--- src/rtl/glitcbus_decoder_v3_if.sv ---
// GLITCBUS local-side user bus between the slave core and the address decoder.
// The core side drives requests (master); the decoder answers them (slave).
interface glitcbus_decoder_v3_if;
   logic [15:0] user_addr_i;
   logic [31:0] user_dat_i;
   logic        user_wr_i;
   logic        user_rd_i;
   logic [31:0] user_dat_o;
   logic        user_ack_o;
   logic        user_err_o;

   modport master (
      output user_addr_i, user_dat_i, user_wr_i, user_rd_i,
      input  user_dat_o, user_ack_o, user_err_o
   );

   modport slave (
      input  user_addr_i, user_dat_i, user_wr_i, user_rd_i,
      output user_dat_o, user_ack_o, user_err_o
   );
endinterface

--- src/rtl/glitcbus_decoder_v3.sv ---
// GLITCBUS address decoder and read-return mux. Each request is sequenced through
// ACCESS/WAIT so that slow or absent slaves end in a timeout error, not a hang.
module glitcbus_decoder_v3 #(
   parameter int          NSLAVES    = 8,
   parameter int          SEL_LSB    = 4,
   parameter int          SEL_W      = 4,
   parameter int          SAMPLE_BIT = 13,
   parameter int          TIMEOUT    = 15,
   parameter logic [31:0] ERR_DATA   = 32'hBADACCE5
) (
   input  logic                   user_clk_i,
   input  logic                   user_rst_n_i,
   glitcbus_decoder_v3_if.slave   bus,
   output logic [7:0]             err_count_o,
   output logic [NSLAVES-1:0]     slv_sel_o,
   output logic                   smp_sel_o,
   output logic                   slv_wr_o,
   output logic                   slv_rd_o,
   output logic [15:0]            slv_addr_o,
   output logic [31:0]            slv_dat_o,
   input  logic [32*NSLAVES-1:0]  slv_dat_i,
   input  logic [NSLAVES-1:0]     slv_ack_i,
   input  logic [31:0]            smp_dat_i,
   input  logic                   smp_ack_i
);

   typedef enum logic [1:0] {IDLE, ACCESS, WAIT, DONE} state_e;

   state_e             state_q, state_d;
   logic               done_err;
   logic [15:0]        addr_q;
   logic [31:0]        wdat_q, rdata_q;
   logic               wr_q, smp_q, err_q;
   logic [SEL_W-1:0]   idx_q, req_idx;
   logic [7:0]         cnt_q, err_cnt_q;
   logic               req_one, req_both, req_smp, req_mapped;
   logic               tgt_ack, drop, busy;
   logic [31:0]        tgt_dat;
   logic [1:0]         err_inc;
   logic [8:0]         err_sum;

   assign req_both   = bus.user_wr_i & bus.user_rd_i;
   assign req_one    = bus.user_wr_i ^ bus.user_rd_i;
   assign req_smp    = bus.user_addr_i[SAMPLE_BIT];
   assign req_idx    = bus.user_addr_i[SEL_LSB +: SEL_W];
   assign req_mapped = 32'(req_idx) < 32'(NSLAVES);
   assign busy       = (state_q == ACCESS) || (state_q == WAIT);

   // Only the latched target may complete the transaction; other acks are ignored.
   always_comb begin
      // NOTE: every always_comb output gets a default first so no latch is inferred.
      tgt_ack = smp_ack_i;
      tgt_dat = smp_dat_i;
      if (!smp_q) begin
         tgt_ack = 1'b0;
         tgt_dat = '0;
         for (int k = 0; k < NSLAVES; k++) begin
            if (idx_q == SEL_W'(k)) begin
               tgt_ack = slv_ack_i[k];
               tgt_dat = slv_dat_i[32*k +: 32];
            end
         end
      end
   end

   always_comb begin
      state_d  = state_q;
      done_err = 1'b0;
      unique case (state_q)
         IDLE: begin
            if (req_both) begin
               state_d  = DONE;
               done_err = 1'b1;
            end else if (req_one) begin
               if (req_smp || req_mapped) begin
                  state_d = ACCESS;
               end else begin
                  state_d  = DONE;
                  done_err = 1'b1;
               end
            end
         end
         ACCESS: state_d = tgt_ack ? DONE : WAIT;
         WAIT: begin
            if (tgt_ack) begin
               state_d = DONE;
            end else if (cnt_q == 8'(TIMEOUT - 1)) begin
               state_d  = DONE;
               done_err = 1'b1;
            end
         end
         DONE:    state_d = IDLE;
         default: state_d = IDLE;
      endcase
   end

   // A strobe outside IDLE and a failing completion can coincide: both are counted.
   assign drop    = (state_q != IDLE) && (bus.user_wr_i || bus.user_rd_i);
   assign err_inc = {1'b0, drop} + {1'b0, done_err};
   assign err_sum = {1'b0, err_cnt_q} + {7'b0, err_inc};

   // NOTE: sequential state uses non-blocking assignments only.
   always_ff @(posedge user_clk_i or negedge user_rst_n_i) begin
      if (!user_rst_n_i) begin
         state_q   <= IDLE;
         addr_q    <= '0;
         wdat_q    <= '0;
         rdata_q   <= '0;
         wr_q      <= 1'b0;
         smp_q     <= 1'b0;
         idx_q     <= '0;
         err_q     <= 1'b0;
         cnt_q     <= '0;
         err_cnt_q <= '0;
      end else begin
         state_q <= state_d;
         if (state_q == IDLE && req_one) begin
            addr_q <= bus.user_addr_i;
            wdat_q <= bus.user_dat_i;
            wr_q   <= bus.user_wr_i;
            smp_q  <= req_smp;
            idx_q  <= req_idx;
         end
         if (state_d == DONE) err_q <= done_err;
         cnt_q <= (state_q == WAIT) ? cnt_q + 8'd1 : 8'd0;
         if (done_err) begin
            rdata_q <= ERR_DATA;
         end else if (busy && tgt_ack && !wr_q) begin
            rdata_q <= tgt_dat;
         end
         err_cnt_q <= err_sum[8] ? 8'hFF : err_sum[7:0];
      end
   end

   always_comb begin
      slv_sel_o = '0;
      for (int k = 0; k < NSLAVES; k++) begin
         slv_sel_o[k] = busy && !smp_q && (idx_q == SEL_W'(k));
      end
      smp_sel_o      = busy && smp_q;
      slv_wr_o       = (state_q == ACCESS) && wr_q;
      slv_rd_o       = (state_q == ACCESS) && !wr_q;
      bus.user_ack_o = (state_q == DONE);
      bus.user_err_o = (state_q == DONE) && err_q;
   end

   assign bus.user_dat_o = rdata_q;
   assign slv_addr_o     = addr_q;
   assign slv_dat_o      = wdat_q;
   assign err_count_o    = err_cnt_q;

endmodule

--- src/flat_wrapper.sv ---
// flat-port wrapper written by rule: the top's interface ports become plain ports
module glitcbus_decoder_v3_flat 
#(
   parameter int          NSLAVES    = 8,
   parameter int          SEL_LSB    = 4,
   parameter int          SEL_W      = 4,
   parameter int          SAMPLE_BIT = 13,
   parameter int          TIMEOUT    = 15,
   parameter logic [31:0] ERR_DATA   = 32'hBADACCE5
)
  (user_clk_i, user_rst_n_i, err_count_o, slv_sel_o, smp_sel_o, slv_wr_o, slv_rd_o, slv_addr_o, slv_dat_o, slv_dat_i, slv_ack_i, smp_dat_i, smp_ack_i, bus_user_addr_i, bus_user_dat_i, bus_user_wr_i, bus_user_rd_i, bus_user_dat_o, bus_user_ack_o, bus_user_err_o);
  glitcbus_decoder_v3_if bus_i ();
  input  logic user_clk_i;
  input  logic user_rst_n_i;
  output logic [7:0] err_count_o;
  output logic [NSLAVES-1:0] slv_sel_o;
  output logic smp_sel_o;
  output logic slv_wr_o;
  output logic slv_rd_o;
  output logic [15:0] slv_addr_o;
  output logic [31:0] slv_dat_o;
  input  logic [32*NSLAVES-1:0] slv_dat_i;
  input  logic [NSLAVES-1:0] slv_ack_i;
  input  logic [31:0] smp_dat_i;
  input  logic smp_ack_i;
  input wire logic [$bits(bus_i.user_addr_i)-1:0] bus_user_addr_i;
  input wire logic [$bits(bus_i.user_dat_i)-1:0] bus_user_dat_i;
  input wire logic [$bits(bus_i.user_wr_i)-1:0] bus_user_wr_i;
  input wire logic [$bits(bus_i.user_rd_i)-1:0] bus_user_rd_i;
  output wire logic [$bits(bus_i.user_dat_o)-1:0] bus_user_dat_o;
  output wire logic [$bits(bus_i.user_ack_o)-1:0] bus_user_ack_o;
  output wire logic [$bits(bus_i.user_err_o)-1:0] bus_user_err_o;
  assign bus_i.user_addr_i = bus_user_addr_i;
  assign bus_i.user_dat_i = bus_user_dat_i;
  assign bus_i.user_wr_i = bus_user_wr_i;
  assign bus_i.user_rd_i = bus_user_rd_i;
  assign bus_user_dat_o = bus_i.user_dat_o;
  assign bus_user_ack_o = bus_i.user_ack_o;
  assign bus_user_err_o = bus_i.user_err_o;
  glitcbus_decoder_v3 #(.NSLAVES(NSLAVES), .SEL_LSB(SEL_LSB), .SEL_W(SEL_W), .SAMPLE_BIT(SAMPLE_BIT), .TIMEOUT(TIMEOUT), .ERR_DATA(ERR_DATA)) u_core (.user_clk_i(user_clk_i), .user_rst_n_i(user_rst_n_i), .bus(bus_i), .err_count_o(err_count_o), .slv_sel_o(slv_sel_o), .smp_sel_o(smp_sel_o), .slv_wr_o(slv_wr_o), .slv_rd_o(slv_rd_o), .slv_addr_o(slv_addr_o), .slv_dat_o(slv_dat_o), .slv_dat_i(slv_dat_i), .slv_ack_i(slv_ack_i), .smp_dat_i(smp_dat_i), .smp_ack_i(smp_ack_i));
endmodule
--- config.mk ---
export PLATFORM = sky130hd
export DESIGN_NAME = glitcbus_decoder_v3_flat
export DESIGN_NICKNAME = d
export VERILOG_FILES = /design/src/rtl/glitcbus_decoder_v3_if.sv /design/src/rtl/glitcbus_decoder_v3.sv /design/src/flat_wrapper.sv
export SDC_FILE = /design/constraint.sdc
export NUM_CORES = 1
export LEC_CHECK = 0
export ABC_CLOCK_PERIOD_IN_PS = 4900
export CAP_MARGIN = 20
export CORE_AREA = 2 2 173 175
export DETAILED_ROUTE_END_ITERATION = 6
export DIE_AREA = 0 0 175 177
export GPL_ROUTABILITY_DRIVEN = 0
export GPL_TIMING_DRIVEN = 0
export HOLD_SLACK_MARGIN = 0.06
export MAX_ROUTING_LAYER = met4
export PLACE_DENSITY = 0.59
export SLEW_MARGIN = 5
export SYNTH_ARGS = -nofsm -noshare
export SYNTH_HDL_FRONTEND = slang
export SYNTH_SLANG_ARGS = --single-unit
--- constraint.sdc ---
create_clock -name user_clk_i -period 4.9 [get_ports user_clk_i]
set_input_delay 0.735 -clock user_clk_i [delete_from_list [all_inputs] [get_ports user_clk_i]]
set_output_delay 0.735 -clock user_clk_i [all_outputs]
set_load 0.005 [all_outputs]
==> reports/qor.txt <==
CP Capture Type: register
Pwr Density: 535 mW/mm2
CTS Hold Bufs: 0
status: finished clean
Syn Inst Count: 676
CP required: 5.13 ns
worst slew pin tran: 0.794 ns
Iter 0 DRT Violations: 545
total power: 0.00645 W
# H-tree levels: 3
Final ANT Viol Nets: 0
TritonCTS buffer count: 9
drt wl/cell: 22.5 um
Compound-Gate Fraction of Synth Area: 23.1%
Switch Pwr: 0.00284 W
DP Cell Count: 1516
pin count of the biggest net entering global routing: 87
DRC viols: 0
die area: 0.0310 mm2
GRT Overall Usage: 22.3%
Root Driver: clkbuf_16
number of global-route vias before repair: 8002
final-stage net count: 1495
Clk pwr share: 11.3%
Chip Height: 177 um
post-synthesis simple-gate area fraction: 9.95%
Synth-to-Final Area Change: 78.9%
pins over their slew limit: 0
Mapped Nets: 1034
GRT overflow: 0
Post-Route WL: 34.5 mm
Int Pwr: 0.00360 W
fmax: 233 MHz
# rows: 63
clk_skew: 0.00870 ns
Via density: 4.97
Hold Vio Cnt, Final: 0
share of layout cells above drive strength 1: 11.1%
Setup Fix Bufs, Post-CTS: 0
Min-Delay Path Class: input pin to async pin
starting density of the core: 23.0%
Clock Sinks: 100
max-cap violations: 0
Die X: 175 um
Layout Cells excl Fill: 1536
Seq/Total Area, Yosys: 37.2%
main combinational cell family by area after synthesis: compound AO/OA/AOI/OAI gates
CTS tree: yes
post-DP HPWL: 28.4 mm
Synth Area in Adders: 1.78%
CTS resizes: 0
number of synthesized flops with an enable pin: 0
register bit total from synthesis: 100
Boundary Pins: 450
Hold WS: 0.197 ns
Static Leak: 4.63 nW
RSZ-0062 raised after global routing: no
R2R cell count: 14
synthesized area per cell: 9.96 um2
XOR/XNOR Fraction of Synth Area: 0.911%
slew margin rel.: 45.7%
first-pass GRT wire length: 49.6 mm
final setup violation count: 0
Yosys Warn Count: 0
Synth top area share: 37.2%
clk buf depth: 2
final worst-path cycle share: 87.7%
area of the core: 0.0292 mm2
Peak supply drop: 214 uV
CTS clk-pin slew, worst paths: 0.08 ns
Synth area leaders: dfrtp_1 (37%), mux2_2 (11%), mux2i_1 (6.7%)
crit path time final: 4.30 ns
Combinational Power Share: 66.4%
Yosys top cell by area: dfrtp_1
crit path max fanout: 10
critical path startpoint category: input pin
drt pass-1 iters: 7
Worst EP arrival: 4.53 ns
IO buf count: 449
Flop pwr share: 22.3%
Yosys cell types: 61
Sw Ratio: 44.1%
mux cell area share after synthesis: 22.3%
via total after detailed routing: 7638
ys flop type: dfrtp_1
initial antenna violation count: 4
ys async rst share: 100%
clock latency on the worst-skew pair: 0.36 ns
critical path class: input pin to register
Post-Syn Area: 0.00673 mm2
==> worst paths after layout <==
check / startpoint / end / slack (ns)
setup / recovery: bus_user_rd_i / u_core.err_count_o[3] / 0.60
hold / removal: user_rst_n_i / u_core.bus.user_dat_o[7] / 0.20
setup reg to reg: u_core.idx_q[0] / u_core.err_count_o[3] / 0.85
hold reg to reg: u_core.bus.user_dat_o[15] / u_core.bus.user_dat_o[15] / 0.50
max in group asynchronous: user_rst_n_i / u_core.bus.user_dat_o[26] / 4.02
min in group user_clk_i: u_core.bus.user_dat_o[15] / u_core.bus.user_dat_o[15] / 0.50
==> area by class of cell <==
cell class / instances / area, um2
Fill cell: 2941 / 17200
Timing Repair Buffer: 450 / 4520
Multi-Input combinational cell: 505 / 3900
Sequential cell: 100 / 2500
Tap cell: 390 / 488
Buffer: 60 / 284
Clock buffer: 9 / 225
Clock inverter: 7 / 65.1
Inverter: 11 / 41.3
Antenna cell: 4 / 10.0
==> synthesized netlist by cell type (all sizes together), types with 2 or more instances <==
master	number
a2111oi	19
a211oi	4
a21o	3
a21oi	63
a221o	6
a221oi	6
a22o	6
a22oi	18
a2bb2oi	4
a31oi	8
and2	10
and3	2
and3b	2
buf	28
clkbuf	32
dfrtp	100
ha	8
inv	10
mux2	67
mux2i	45
mux4	13
nand2	29
nand2b	13
nand3	12
nand4	2
nand4b	2
nor2	29
nor2b	10
nor3	6
o211ai	14
o21ai	46
o22a	4
o22ai	23
o31ai	3
or3	3
or4	4
xnor2	6
==> state kept, by name, indices dropped and copies added (netlist names) <==
signal and count:
u_core.wr_q 1, u_core.err_q 1, u_core.slv_addr_o 13, u_core.err_count_o 8
u_core.slv_dat_o 32, u_core.state_q 2, u_core.idx_q 3, u_core.cnt_q 8
u_core.bus.user_dat_o 32
==> layout by cell type, fill, tap and decap left out, types with 19 or more instances in the layout <==
master           synthesis  layout
o22ai_1                 23      23
mux2_2                  67      67
a21oi_1                 61      61
nor2_1                  29      29
o21ai_0                 41      41
a2111oi_0               19      19
nand2_1                 28      28
dfrtp_1                100     100
clkdlybuf4s50_1          0     448
mux2i_1                 45      45
clkbuf_1                32      32
==> per-layer routing <==
| metal | GRT usage [%] | wire, um | vias up |
|---|---|---|---|
| li1 | - | - | 3511 |
| met1 | 25.8 | 13600 | 3666 |
| met2 | 36.8 | 16600 | 398 |
| met3 | 6.38 | 3020 | 63 |
| met4 | 8.61 | 1280 | 0 |
| met5 | - | 0 | - |
==> logic make-up (layout without fill, tap and decap cells) <==
kind of cell | after synthesis | in the layout
AO/OA/AOI/OAI | 235 | 235
XOR/XNOR | 7 | 7
adder cells (fa/ha/maj) | 9 | 9
buffers and inverters | 71 | 537
flip-flops | 100 | 100
multiplexers | 125 | 125
other | 0 | 4
AND/OR/NAND/NOR | 129 | 129
==> power groups by stage <==
stage | clock network (W) | logic (W) | registers, W
2_1_floorplan | 0 | 0.00223 | 0.00144
3_3_place_gp | 0 | 0.00426 | 0.00144
3_5_place_dp | 0 | 0.00429 | 0.00145
4_1_cts | 0.000752 | 0.00431 | 0.00144
5_1_grt | 0.000787 | 0.00462 | 0.00149
6_report | 0.000726 | 0.00428 | 0.00144
==> stage by stage <==
stage	area (um2)	setup WS, ns	TNS, ns	utilization, %
after global routing	12000	0.314	0	41.2
after CTS	12000	0.617	0	41.1
after global placement	11700	-1.08	-107.16	40.1
final	12000	0.601	0	41.2
after detailed placement	11700	0.240	0	40.1
after floorplan	6730	1.48	0	-
==> critical path: stages <==
cell             delay, ns
clkdlybuf4s50_1       0.51
inv_1                 0.06
ha_1                  0.33
and3b_1               0.18
o21a_1                0.16
clkbuf_1              0.25
a21oi_2               0.40
inv_1                 0.22
buf_2                 0.25
fa_1                  0.46
and3_1                0.19
and2_1                0.20
and3_1                0.24
nand3_1               0.21
o21ai_0               0.13
Note: power is estimated with default switching activity, not from simulation.
